<file path="src/rtl/button_debounce.sv">
// -----------------------------------------------------------------------------
// button_debounce
//
// Conditions the raw active-low push button for the dice core. The pin is
// brought into the CLK domain with a two-flop synchroniser. A stability
// counter then rejects contact bounce: the debounced state only flips after
// the synchronised input has disagreed with it for DB_CYCLES consecutive
// edges. The block also produces one-cycle press/release strobes and a
// long-press flag.
//
// Parameters:
//   DB_CYCLES     consecutive mismatching cycles needed to flip the debounced
//                 state (>= 2)
//   HOLD_CYCLES   cycles PRESSED must stay high before HOLD asserts (>= 1)
//
// Ports:
//   CLK            in   single rising-edge clock
//   RST_N          in   synchronous active-low reset
//   BUTTON_N       in   raw asynchronous button, 0 = pushed
//   PRESSED        out  debounced level, 1 = pushed
//   PRESS_PULSE    out  one-cycle strobe when the debounced state becomes pushed
//   RELEASE_PULSE  out  one-cycle strobe when the debounced state becomes released
//   HOLD           out  long-press flag; clears together with PRESSED
//
// All outputs come straight from flops, so there is no combinational path
// from any input to any output. Input-to-output latency is DB_CYCLES+2 edges:
// two synchroniser edges, then DB_CYCLES counting edges. The last counting
// edge flips the state and updates the outputs.
// -----------------------------------------------------------------------------
module button_debounce #(
    parameter int DB_CYCLES   = 1000000,
    parameter int HOLD_CYCLES = 50000000
) (
    input  logic CLK,
    input  logic RST_N,
    input  logic BUTTON_N,
    output logic PRESSED,
    output logic PRESS_PULSE,
    output logic RELEASE_PULSE,
    output logic HOLD
);

    localparam int DB_W   = $clog2(DB_CYCLES);
    localparam int HOLD_W = $clog2(HOLD_CYCLES + 1);

    localparam logic [DB_W-1:0]   DB_LAST  = DB_W'(DB_CYCLES - 1);
    localparam logic [HOLD_W-1:0] HOLD_MAX = HOLD_W'(HOLD_CYCLES);

    // Synchroniser and debounce state
    logic              r_sync1;
    logic              r_sync2;
    logic              r_stable_n;
    logic [DB_W-1:0]   r_db_cnt;

    // Hold tracking
    logic [HOLD_W-1:0] r_hold_cnt;

    // Registered outputs
    logic              r_pressed;
    logic              r_press_pulse;
    logic              r_release_pulse;
    logic              r_hold;

    // Next-state terms
    logic              w_mismatch;
    logic              w_db_done;
    logic              w_press_evt;
    logic              w_release_evt;
    logic              w_stable_n_next;
    logic [DB_W-1:0]   w_db_cnt_next;
    logic [HOLD_W-1:0] w_hold_cnt_next;

    // The debounced state flips on the edge where the counter has already
    // seen DB_CYCLES-1 mismatches and the input still disagrees. That edge is
    // mismatch number DB_CYCLES. The new value of sync2 gives the direction.
    assign w_mismatch    = (r_sync2 != r_stable_n);
    assign w_db_done     = w_mismatch && (r_db_cnt == DB_LAST);
    assign w_press_evt   = w_db_done && !r_sync2;
    assign w_release_evt = w_db_done &&  r_sync2;

    always_comb begin
        w_stable_n_next = r_stable_n;
        w_db_cnt_next   = r_db_cnt;
        if (!w_mismatch) begin
            // Any agreement, including a bounce back, restarts the count.
            w_db_cnt_next = '0;
        end else if (w_db_done) begin
            w_stable_n_next = r_sync2;
            w_db_cnt_next   = '0;
        end else begin
            w_db_cnt_next = r_db_cnt + DB_W'(1);
        end
    end

    // Hold counting uses the registered PRESSED. Counting therefore starts on
    // the edge after the press flip, and HOLD rises exactly HOLD_CYCLES edges
    // after PRESSED. The release event takes priority over counting, so HOLD
    // and PRESSED fall on the same edge.
    always_comb begin
        w_hold_cnt_next = r_hold_cnt;
        if (w_release_evt) begin
            w_hold_cnt_next = '0;
        end else if (r_pressed && (r_hold_cnt != HOLD_MAX)) begin
            w_hold_cnt_next = r_hold_cnt + HOLD_W'(1);
        end
    end

    always_ff @(posedge CLK) begin
        if (!RST_N) begin
            r_sync1         <= 1'b1;
            r_sync2         <= 1'b1;
            r_stable_n      <= 1'b1;
            r_db_cnt        <= '0;
            r_hold_cnt      <= '0;
            r_pressed       <= 1'b0;
            r_press_pulse   <= 1'b0;
            r_release_pulse <= 1'b0;
            r_hold          <= 1'b0;
        end else begin
            r_sync1         <= BUTTON_N;
            r_sync2         <= r_sync1;
            r_stable_n      <= w_stable_n_next;
            r_db_cnt        <= w_db_cnt_next;
            r_hold_cnt      <= w_hold_cnt_next;
            // PRESSED is registered from the next debounced state, so it
            // changes on the same edge as the flip and not one cycle later.
            r_pressed       <= ~w_stable_n_next;
            r_press_pulse   <= w_press_evt;
            r_release_pulse <= w_release_evt;
            r_hold          <= (w_hold_cnt_next == HOLD_MAX);
        end
    end

    assign PRESSED       = r_pressed;
    assign PRESS_PULSE   = r_press_pulse;
    assign RELEASE_PULSE = r_release_pulse;
    assign HOLD          = r_hold;

endmodule

</file>
<file path="config.mk">
export PLATFORM = sky130hd
export DESIGN_NAME = button_debounce
export DESIGN_NICKNAME = d
export VERILOG_FILES = /design/src/rtl/button_debounce.sv
export SDC_FILE = /design/constraint.sdc
export NUM_CORES = 1
export LEC_CHECK = 0
export BUFFER_PORTS_ARGS = -buffer_cell sky130_fd_sc_hd__buf_4
export CORE_ASPECT_RATIO = 1.5
export CORE_MARGIN = 2
export CORE_UTILIZATION = 55
export DETAILED_ROUTE_END_ITERATION = 7
export PLACE_DENSITY = 0.72
export SETUP_SLACK_MARGIN = 0.4
export SYNTH_ARGS = -nofsm -noshare
export SYNTH_HDL_FRONTEND = slang
export SYNTH_SLANG_ARGS = --single-unit
</file>
<file path="constraint.sdc">
create_clock -name CLK -period 3.9 [get_ports CLK]
set_input_delay 0.975 -clock CLK [delete_from_list [all_inputs] [get_ports CLK]]
set_output_delay 0.975 -clock CLK [all_outputs]
set_load 0.005 [all_outputs]
</file>
==> key figures, run 1 <==
Run status
  • Outcome: completed

Clocking
  • Post-CTS Setup Inserts: 0
  • Hold Buf Count CTS: 0
  • Clock Sinks: 53
  • Clock buffer depth: 2
  • Post_cts resized: 0
  • CTS root buffer: clkbuf_8
  • Reg clk slew, reported paths: around 0.1 ns
  • TritonCTS clock tree: done
  • H-tree levels: 2
  • Clock Latency Late Sink: 0.31 ns
  • Number of buffers created by CTS: 5

Floorplan
  • # rows: 30
  • Die area: 5206 µm²
  • Die span in y: 87.37 µm
  • Initial Util: 0.5658
  • # IOs: 7
  • CORE AREA: 4504 µm²
  • Chip width: 59.58 µm

STA
  • Final number of setup-violating endpoints: 0
  • Sum Neg Setup Slack: 0 ns
  • Max-slew headroom: 0.5026
  • Fin. Hold Viols: 0
  • Min cycle time layout: 2.450 ns
  • Max Clk Rate: 0.4081 GHz
  • Final worst-path cycle share: 0.6283
  • RSZ-0062 raised after global routing: no
  • Slew @ Worst Pin: about 0.74 ns
  • Fin. max-slew vios: 0
  • Final Skew: between 0.01 and 0.015 ns

Worst setup path
  • Data arrival time of the worst path: 2.68 ns
  • WS Path Type: flip-flop to flip-flop
  • Setup crit start kind: flip-flop
  • Setup crit end kind: flip-flop
  • Crit-path max FO: 9
  • WP data required: just over 4 ns

Routing
  • Vias per cell: 5.677
  • Drt wl/cell: 13.72 µm
  • DR iter-0 viols: 111
  • First-pass DRT Iterations: 4
  • Remaining DRCs: 0
  • Total Wirelength: 4.720 mm
  • Remaining antenna violation count: 0
  • Vias post-DR: 1,953

Pwr
  • Leakage: 0.9339 nW
  • Peak supply drop: 0.0002115 V
  • PD cells: 315.1 nW/µm²

Synth
  • Yosys top cell area share: 0.4163
  • Mean post-synth cell area: just under 9 µm²
  • Syn. warnings: 0
  • Synth Flop Type: dfxtp_1
  • Post-synth EDFFs: 0
  • Post-Syn Instances: roughly 290
  • Cell taking the most area after synthesis: dfxtp_1
  • Yosys cell types: 46
  • Synth top area cells: dfxtp_1 (42%), xor2_1 (9.6%), nor2_1 (8.1%), xnor2_1 (6.2%), nand4_1 (3.7%)
  • Most frequent cell after synthesis: nor2_1
  • Flops & latches, synth: 53
  • Async S/R FF share, synth: 0
  • Post-synthesis sequential area ratio: 0.4163
  • Post-Syn Nets: 300
  • Synth top cells by count: nor2_1 (55), dfxtp_1 (53), xor2_1 (28), nand2_1 (21), xnor2_1 (18)
  • Synthesized area: 2549 µm²

GRT
  • First-pass GRT wire length: between 8 and 9 mm
  • Largest net degree at the start of global routing: 27
  • Vias in the first global route: 1,830
  • Initial antenna violation count: 0
  • GRT overflow: 0
  • Gr usage total: 0.2081

Final layout
  • Antenna diode count: 0
  • Finished Cell Area: approximately 2700 µm²
  • Final net count: 303
  • Area Overhead vs Synth: 5.351%
  • Share of layout cells above drive strength 1: 0.07095

Placed design
  • RePlAce Congestion: between 0.8 and 0.9
  • PortBufs: 6
  • Hpwl dp: 3.357 mm
  • DP Area: 2611 µm²

Run
  • Max-cap violations: 0

Hold path
  • Min-Delay Path Class: flip-flop to flip-flop
[critical path, cell delays in order, from the launching register on]
cell      delay [ns]
dfxtp_1         0.44
ha_1            0.33
nand4_1         0.29
nor3_2          0.56
nand3_1         0.16
xor2_1          0.21
o211ai_1        0.12
nor4_2          0.26
[final cells by class]
class / count / area (µm²)
Clock inverter: 1 / 5.005
Fill cell: 412 / 1819
Timing Repair Buffer: 8 / 60.06
Tap cell: 48 / 60.06
Sequential cell: 53 / 1061
Clock buffer: 5 / 68.82
Multi-Input combinational cell: 222 / 1404
Inverter: 7 / 26.28
[routing by layer]
layer / vias up / GRT usage / part of all wire
met5: - / 0 / 0
met1: 902 / 0.2428 / 0.44
met2: 37 / 0.3596 / 0.50
met4: 0 / 0.09293 / 0.025
li1: 1003 / - / -
met3: 11 / 0.04012 / 0.030
[layout by cell type, fill, tap and decap left out, types with 3 or more instances in the layout]
cell type | synthesis | final
nand4_1 | 15 | 15
nand3_1 | 15 | 15
nand2_1 | 21 | 21
or3_1 | 5 | 5
xnor2_1 | 18 | 18
nor3_1 | 10 | 10
nand2b_1 | 3 | 3
and4_1 | 5 | 5
o21ai_0 | 3 | 3
xor2_1 | 28 | 28
and2_1 | 5 | 5
dfxtp_1 | 53 | 53
clkbuf_8 | 0 | 5
inv_1 | 7 | 7
and3_1 | 5 | 5
nor2_1 | 55 | 55
ha_1 | 3 | 3
buf_4 | 1 | 8
[path summary, 6_finish.rpt]
kind,from,to,slack (ns),depth (start not counted)
worst max-delay path,r_hold_cnt[1],HOLD,1.45,7
worst min-delay path,r_sync1,r_sync2,0.43,1
worst max register to register,r_hold_cnt[1],HOLD,1.45,7
worst min register to register,r_sync1,r_sync2,0.43,1
[cells by family after synthesis]
logic type | count (synthesis) | share of synthesized area
compound gates | 14 | 0.03830
fa+ha+maj | 3 | 0.01473
flops | 53 | 0.4163
buf+inv | 19 | 0.03289
mux | 3 | 0.01227
xor+xnor | 46 | 0.1581
simple gates | 156 | 0.3274
[power by group]
part           internal, mW  switching [mW]
sequential            0.542        0.000958
clock                 0.119           0.173
combinational       0.00348         0.00771
total                 0.664           0.182
[flip-flops by register name (all words and copies together) (netlist names)]
signal         cells
r_db_cnt          20
r_sync1            1
r_hold_cnt        26
PRESSED            1
RELEASE_PULSE      1
PRESS_PULSE        1
r_sync2            1
HOLD               1
r_stable_n         1
[through the flow]
stage,utilization,total power [mW],cells,hold slack [ns],setup slack [ns]
4_1_cts,0.5961,0.8546,344,0.4419,1.475
5_1_grt,0.5961,0.8742,344,0.4719,1.212
6_report,0.5961,0.8461,344,0.4340,1.450
2_1_floorplan,-,0.5621,294,0.3863,1.702
3_3_place_gp,0.5797,0.5667,338,0.3925,1.593
3_5_place_dp,0.5797,0.5672,338,0.4197,1.482
Power figures use the tool's default switching activity.
==> run 2: changes to the inputs <==
--- a/config.mk
+++ b/config.mk
@@ -5,12 +5,13 @@
 export SDC_FILE = /design/constraint.sdc
 export NUM_CORES = 1
 export LEC_CHECK = 0
+export ABC_AREA = 1
 export BUFFER_PORTS_ARGS = -buffer_cell sky130_fd_sc_hd__buf_4
 export CORE_ASPECT_RATIO = 1.5
 export CORE_MARGIN = 2
 export CORE_UTILIZATION = 55
 export DETAILED_ROUTE_END_ITERATION = 7
-export PLACE_DENSITY = 0.72
+export PLACE_DENSITY = 0.71
 export SETUP_SLACK_MARGIN = 0.4
 export SYNTH_ARGS = -nofsm -noshare
 export SYNTH_HDL_FRONTEND = slang
==> constraint.sdc (replaced) <==
create_clock -name CLK -period 2.5 [get_ports CLK]
set_input_delay 0.625 -clock CLK [delete_from_list [all_inputs] [get_ports CLK]]
set_output_delay 0.625 -clock CLK [all_outputs]
set_load 0.005 [all_outputs]
==> key figures, run 2 <==
Run status
  • Outcome: completed

Worst setup path
  • Setup crit end kind: flip-flop
  • WP data required: 2.76 ns
  • Worst path max stage delay: between 0.3 and 0.4 ns
  • Setup crit start kind: flip-flop
  • WS Path Type: flip-flop to flip-flop
  • Crit-path max FO: 9
  • Slowest-stage cell, CP: dfxtp_2
  • CP Cell Sequence: ha_2 -> nand2_2 -> nor2_4 -> nand2_2 -> nor2_4 -> nand4_2 -> nand3_1 -> nand3_2 -> nor2_2 -> nand2_1 -> nor2_2
  • Data arrival time of the worst path: 2.27 ns

Final layout
  • Antenna diode count: 0
  • Fill cell count: 546
  • Area Overhead vs Synth: 11.35%
  • Commonest non-fill, non-tap cell in the layout: nand2_1
  • Regs by FF count: r_hold_cnt: 26 flops, r_db_cnt: 20 flops
  • Final net count: 516
  • Share of layout cells above drive strength 1: 0.1663
  • Most frequent cells in the layout: nand2_1 (128), nor2_1 (78), dfxtp_1 (50), inv_1 (49), nand3_1 (37)
  • Biggest register: r_hold_cnt
  • Max reg flops: 26

Floorplan
  • Initial Util: 0.5610
  • CORE AREA: 5700 µm²
  • Die span in y: 97.39 µm
  • # rows: 34
  • Die area: 6453 µm²
  • # IOs: 7
  • Chip width: 66.26 µm

GRT
  • Gr usage total: 0.2713
  • First-pass GRT wire length: 13.45 mm
  • Initial antenna violation count: 0
  • GRT overflow: 0
  • Largest net degree at the start of global routing: 22
  • Vias in the first global route: around 3,100

Synth
  • Most frequent cell after synthesis: nand2_1
  • Post-synth EDFFs: 0
  • Synth Flop Type: dfxtp_1
  • Post-Syn Nets: 498
  • Yosys cell types: 38
  • Cell taking the most area after synthesis: dfxtp_1
  • Yosys top cell area share: 0.3318
  • Synth top cells by count: nand2_1 (131), nor2_1 (85), dfxtp_1 (53), inv_1 (53), nand3_1 (38)
  • Async S/R FF share, synth: 0
  • Post-Syn Instances: ~490
  • Syn. warnings: 0
  • Post-synthesis sequential area ratio: 0.3318
  • Synthesized area: ~3200 µm²
  • Synth top area cells: dfxtp_1 (33%), nand2_1 (15%), nor2_1 (10%), inv_1 (6.2%), nand3_1 (5.9%)
  • Mean post-synth cell area: 6.500 µm²
  • Flops & latches, synth: 53

STA
  • Final number of setup-violating endpoints: 0
  • Fin. Hold Viols: 0
  • Max-slew headroom: 0.5741
  • Final worst-path cycle share: 0.8009
  • Fin. max-slew vios: 0
  • Sum Neg Setup Slack: 0 ns
  • Final Skew: roughly 0.014 ns
  • RSZ-0062 raised after global routing: yes
  • Max Clk Rate: approximately 0.5 GHz
  • Slew @ Worst Pin: 0.6382 ns
  • Min Hold Slack: 0.4128 ns
  • Min cycle time layout: 2.002 ns

Clocking
  • Hold Buf Count CTS: 0
  • Clock buffer depth: 2
  • Number of buffers created by CTS: 5
  • CTS root buffer: clkbuf_8
  • Reg clk slew, reported paths: approximately 0.11 ns
  • Clock Latency Late Sink: 0.31 ns
  • TritonCTS clock tree: done
  • Clock Sinks: 53
  • H-tree levels: 2

Routing
  • DR iter-0 viols: 139
  • Vias post-DR: roughly 3,200
  • Remaining antenna violation count: 0
  • Drt wl/cell: 14.09 µm
  • First-pass DRT Iterations: 6
  • Vias per cell: 5.441
  • Remaining DRCs: 0
  • Total Wirelength: approximately 8.2 mm

Placed design
  • RePlAce Congestion: around 1
  • Hpwl dp: 6.333 mm
  • PortBufs: 6

Pwr
  • Leakage: 1.368 nW
  • PD cells: 411.7 nW/µm²
  • Peak supply drop: around 0.00036 V

Hold path
  • Min-Delay Path Class: flip-flop to flip-flop

Run
  • Max-cap violations: 0
==> run 2: cell count changes after synthesis, moves of 6 or more <==
cell	before	now
inv_1	7	53
a21oi_1	2	19
nor2_1	55	85
nor2_2	0	8
nor3_1	10	17
xnor2_1	18	4
nand3_1	15	38
xor2_1	28	9
nand2_1	21	131
nand2_2	1	7
==> run 2: power by group <==
| group | total (mW) | internal, mW | switching, mW |
|---|---|---|---|
| registers | 0.848 | 0.846 | 0.00207 |
| logic | 0.0206 | 0.00669 | 0.0139 |
| clock network | 0.598 | 0.301 | 0.297 |
| total | 1.47 | 1.15 | 0.313 |
==> run 2: worst paths after layout <==
| path | from | to | slack (ns) | cells after the start |
|---|---|---|---|---|
| max reg2reg | r_db_cnt[0] | HOLD | 0.50 | 11 |
| min | r_sync1 | r_sync2 | 0.41 | 1 |
| max | r_db_cnt[0] | HOLD | 0.50 | 11 |
| min reg2reg | r_sync1 | r_sync2 | 0.41 | 1 |
==> run 2: worst max-delay path, delay by kind of cell, from the launching register on <==
family | cells | cell delay [ns]
fa+ha+maj | 1 | 0.18
flops | 1 | 0.35
simple gates | 10 | 1.43
==> run 2: metal layers <==
layer / routed length (µm) / GRT usage / vias up
met5: 0 / 0 / -
met4: 403 / 0.1491 / 0
met3: 283 / 0.03708 / 28
met2: 4572 / 0.5085 / 81
met1: 2953 / 0.2727 / 1466
li1: - / - / 1597
==> run 2: cell type report <==
class	instances	area [µm²]	area share
clock buffers	6	72.57	0.02038
repair buffers	20	162.7	0.04568
multi-input cells	372	1914	0.5376
clock inverters	2	38.79	0.01089
well taps	72	90.09	0.02530
inverters	58	217.7	0.06114
flip-flops and latches	53	1065	0.2990
==> run 2: per-stage QoR <==
step / cell area, µm² / cells / setup slack, ns / utilization / total power, mW
final: 3561 / 583 / 0.4977 / 0.6247 / 1.466
after global routing: 3561 / 583 / 0.3404 / 0.6247 / 1.510
after CTS: 3431 / 575 / 0.4039 / 0.6018 / 1.477
after detailed placement: 3298 / 566 / 0.3322 / 0.5786 / 0.8879
after global placement: 3298 / 566 / 0.3630 / 0.5786 / 0.8876
after floorplan: 3198 / 492 / 0.6675 / - / 0.8791
==> run 2: cell families after synthesis <==
kind of cell | share of synthesized area
buffers and inverters | 0.09077
adder cells (fa/ha/maj) | 0.01174
flip-flops | 0.3318
AND/OR/NAND/NOR | 0.4675
XOR/XNOR | 0.03560
AO/OA/AOI/OAI | 0.06260
==> run 2: repair_timing <==
action	4_1_cts	5_1_grt
setup endpoints to repair	1	1
pin swaps	2	7
buffers inserted	1	8
gates resized for setup	5	25
==> run 3: changes to the inputs <==
--- a/config.mk
+++ b/config.mk
@@ -11,7 +11,7 @@
 export CORE_MARGIN = 2
 export CORE_UTILIZATION = 55
 export DETAILED_ROUTE_END_ITERATION = 7
-export PLACE_DENSITY = 0.71
+export PLACE_DENSITY = 0.74
 export SETUP_SLACK_MARGIN = 0.4
 export SYNTH_ARGS = -nofsm -noshare
 export SYNTH_HDL_FRONTEND = slang
==> constraint.sdc (replaced) <==
create_clock -name CLK -period 1.68 [get_ports CLK]
set_input_delay 0.42 -clock CLK [delete_from_list [all_inputs] [get_ports CLK]]
set_output_delay 0.42 -clock CLK [all_outputs]
set_load 0.005 [all_outputs]
==> key figures, run 3 <==
Clocking
  • Number of buffers created by CTS: 5
  • Clock buffer depth: 2
  • Clock Sinks: 53
  • Hold Buf Count CTS: 0
  • H-tree levels: 2
  • CTS root buffer: clkbuf_8

GRT
  • Largest net degree at the start of global routing: 24
  • Gr usage total: 0.6671
  • GRT overflow: 52

Synth
  • Yosys top cell area share: 0.3318
  • Most frequent cell after synthesis: nand2_1
  • Synth Flop Type: dfxtp_1
  • Syn. warnings: 0
  • Post-synthesis sequential area ratio: 0.3318
  • Synthesized area: 3198 µm²
  • Post-Syn Instances: 492
  • Mean post-synth cell area: 6.500 µm²
  • Post-Syn Nets: 498
  • Synth top cells by count: nand2_1 (131), nor2_1 (85), dfxtp_1 (53), inv_1 (53), nand3_1 (38)
  • Flops & latches, synth: 53
  • Async S/R FF share, synth: 0
  • Cell taking the most area after synthesis: dfxtp_1
  • Yosys cell types: 38
  • Post-synth EDFFs: 0
  • Synth top area cells: dfxtp_1 (33%), nand2_1 (15%), nor2_1 (10%), inv_1 (6.2%), nand3_1 (5.9%)

Run status
  • Outcome: did not finish
  • Error: [ERROR GRT-0232] Routing congestion too high. Check the congestion heatmap in the GUI.
  • Last stage: global routing

Floorplan
  • # IOs: 7
  • Initial Util: 0.5610
  • Die span in y: 97.39 µm
  • # rows: 34
  • Chip width: 66.26 µm

Placed design
  • Hpwl dp: 7.765 mm
  • RePlAce Congestion: 0.9759
  • PortBufs: 6
-- run 3: cell counts after synthesis --
Identical to the previous run, type by type.
-- run 3: repair_timing --
| item | 4_1_cts |
|---|---|
| endpoints found under the setup margin | 52 |
| endpoints found under the hold margin | 0 |
| cloned | 2 |
| setup buffers | 29 |
| pin swaps | 22 |
| gates resized for setup | 80 |
-- run 3: routing by layer --
| metal | track usage | GRT overflow |
|---|---|---|
| met3 | 0.3778 | 0 |
| met1 | 0.6544 | 0 |
| met4 | 0.7111 | 17 |
| met5 | 0.02679 | 0 |
| met2 | 0.9062 | 35 |
-- run 3: through the flow --
| step | cell area [µm²] | worst slack [ns] | cells |
|---|---|---|---|
| after global placement | 4363 | -0.2503 | 688 |
| after CTS | 4966 | -0.2734 | 727 |
| after floorplan | 3344 | -0.02787 | 492 |
| after detailed placement | 4363 | -0.3002 | 688 |
-- run 3: cells by family after synthesis --
| family | synth area share |
|---|---|
| adder cells (fa/ha/maj) | 0.01174 |
| AO/OA/AOI/OAI | 0.06260 |
| AND/OR/NAND/NOR | 0.4675 |
| buffers and inverters | 0.09077 |
| flip-flops | 0.3318 |
| XOR/XNOR | 0.03560 |
==> run 4: changes to the inputs <==
--- a/config.mk
+++ b/config.mk
@@ -7,12 +7,10 @@
 export LEC_CHECK = 0
 export ABC_AREA = 1
 export BUFFER_PORTS_ARGS = -buffer_cell sky130_fd_sc_hd__buf_4
-export CORE_ASPECT_RATIO = 1.5
 export CORE_MARGIN = 2
-export CORE_UTILIZATION = 55
+export CORE_UTILIZATION = 40
 export DETAILED_ROUTE_END_ITERATION = 7
-export PLACE_DENSITY = 0.74
-export SETUP_SLACK_MARGIN = 0.4
+export PLACE_DENSITY_LB_ADDON = 0.15
 export SYNTH_ARGS = -nofsm -noshare
 export SYNTH_HDL_FRONTEND = slang
 export SYNTH_SLANG_ARGS = --single-unit
==> constraint.sdc (replaced) <==
create_clock -name CLK -period 2.2 [get_ports CLK]
set_input_delay 0.55 -clock CLK [delete_from_list [all_inputs] [get_ports CLK]]
set_output_delay 0.55 -clock CLK [all_outputs]
set_load 0.005 [all_outputs]
==> key figures, run 4 (synthesis gave the netlist of run 2 again) <==
STA
  • Final Skew: ~0.0071 ns
  • Fin. Hold Viols: 0
  • Final worst-path cycle share: 0.9124
  • Final number of setup-violating endpoints: 0
  • Final setup margin: 0.1926 ns
  • Max-slew headroom: 0.5033
  • Slew @ Worst Pin: approximately 0.74 ns
  • Min cycle time layout: 2.007 ns
  • RSZ-0062 raised after global routing: no
  • Max Clk Rate: 0.4982 GHz
  • Min Hold Slack: 0.4102 ns
  • Sum Neg Setup Slack: 0 ns
  • Fin. max-slew vios: 0

Placed design
  • Hpwl dp: 6.226 mm
  • Post-place setup slack: 0.1945 ns
  • PortBufs: 6
  • DP Cell Count: approximately 610
  • DP Area: around 3400 µm²
  • RePlAce Congestion: 0.9819

Clocking
  • Number of buffers created by CTS: 5
  • H-tree levels: 2
  • Reg clk slew, reported paths: 0.11 ns
  • Clock buffer depth: 2
  • Clock Sinks: 53
  • CTS root buffer: clkbuf_8
  • Hold Buf Count CTS: 0
  • TritonCTS clock tree: done
  • Clock Latency Late Sink: 0.32 ns

Final layout
  • Finished Cell Area: ~3600 µm²
  • Regs by FF count: r_hold_cnt: 26 flops, r_db_cnt: 20 flops
  • Commonest non-fill, non-tap cell in the layout: nand2_1
  • Area Overhead vs Synth: 11.89%
  • Most frequent cells in the layout: nand2_1 (131), nor2_1 (82), dfxtp_1 (53), inv_1 (53), nand3_1 (38)
  • Sequential cell area: 1061 µm²
  • Max reg flops: 26
  • Biggest register: r_hold_cnt
  • Fill cell count: between 800 and 900
  • Final net count: approximately 520
  • Antenna diode count: 0
  • Footprint of the multi-input gates: 1854 µm²
  • Share of layout cells above drive strength 1: 0.1393
  • Layout Cells excl Fill: slightly above 600

Pwr
  • Reg power frac: 0.599
  • PD cells: 449.1 nW/µm²
  • Leakage: 1.411 nW
  • Comb pwr share: 0.016
  • Peak supply drop: 0.0002394 V
  • Sw Share: 0.2483
  • Clk network pwr share: 0.385
  • Internal Pwr Total: 1.208 mW
  • Total net switching power: 0.3991 mW

GRT
  • Gr usage total: 0.1979
  • GRT overflow: 0
  • Vias in the first global route: 2,907
  • First-pass GRT wire length: 13.70 mm
  • Initial antenna violation count: 0
  • Largest net degree at the start of global routing: 25

Worst setup path
  • Setup crit end kind: flip-flop
  • Setup crit start kind: flip-flop
  • Data arrival time of the worst path: ~2.3 ns
  • WS Path Type: flip-flop to flip-flop
  • Crit-path max FO: 24
  • WP data required: 2.47 ns
  • Reg2Reg Setup Slack: 0.19 ns

Routing
  • Vias post-DR: 3,044
  • Vias per cell: approximately 4.9
  • DR iter-0 viols: 180
  • Total Wirelength: between 8 and 9 mm
  • Remaining DRCs: 0
  • First-pass DRT Iterations: 4
  • Remaining antenna violation count: 0
  • Drt wl/cell: 13.12 µm

Hold path
  • Min-Delay Path Class: input pin to flip-flop

Floorplan
  • # rows: 32
  • CORE AREA: roughly 7700 µm²
  • Initial Util: 0.4139
  • # IOs: 7
  • Die span in y: 93.42 µm
  • Die area: between 8000 and 9000 µm²
  • Chip width: 93.42 µm

Run
  • Max-cap violations: 0

Run status
  • Outcome: completed
## run 4: layout make-up
cell class / instances / area share
Inverter: 58 / 0.06084
Clock inverter: 3 / 0.008042
Tap cell: 102 / 0.03566
Clock buffer: 5 / 0.01923
Timing Repair Buffer: 26 / 0.06154
Multi-Input combinational cell: 372 / 0.5182
Sequential cell: 53 / 0.2965
## run 4: power groups by stage
stage	clock [mW]	combinational [mW]	sequential, mW
global placement	0	0.0253	0.985
floorplan	0	0.0153	0.984
global route	0.686	0.0281	0.964
detailed placement	0	0.0253	0.985
finish	0.619	0.0250	0.963
CTS	0.646	0.0253	0.963
## run 4: timing repair
item / CTS / global route
resized for setup: 0 / 3
setup buffers: 0 / 4
endpoints found under the setup margin: 0 / 1
## run 4: final timing paths
path                                    start      end  depth (start not counted)
worst max register to register  r_hold_cnt[0]     HOLD                         14
worst min-delay path                 BUTTON_N  r_sync1                          2
worst max-delay path            r_hold_cnt[0]     HOLD                         14
worst min register to register        r_sync1  r_sync2                          1
## run 4: critical path, stage by stage (launching register included)
cell and delay (ns):
dfxtp_1 0.38, inv_1 0.07, ha_1 0.20, inv_1 0.06, nor2_1 0.03, nand3_1 0.12
nor2_4 0.07, a21boi_4 0.15, buf_12 0.17, nor2_1 0.05, a21oi_1 0.21, nand3_1 0.13
nor2_1 0.12, nand2_1 0.08, nor2_2 0.10
## run 4: stage by stage
step	util	power, mW
6_report	0.4631	1.607
5_1_grt	0.4631	1.678
4_1_cts	0.4566	1.635
3_5_place_dp	0.4440	1.011
3_3_place_gp	0.4440	1.011
2_1_floorplan	-	0.9990
## run 4: layer usage
metal | share of wire | track usage | routed length [µm] | up-vias
li1 | - | - | - | 1608
met4 | 0.019 | 0.06250 | 151 | 0
met5 | 0 | 0 | 0 | -
met2 | 0.47 | 0.3363 | 3855 | 45
met1 | 0.48 | 0.2584 | 3860 | 1382
met3 | 0.031 | 0.02740 | 252 | 9
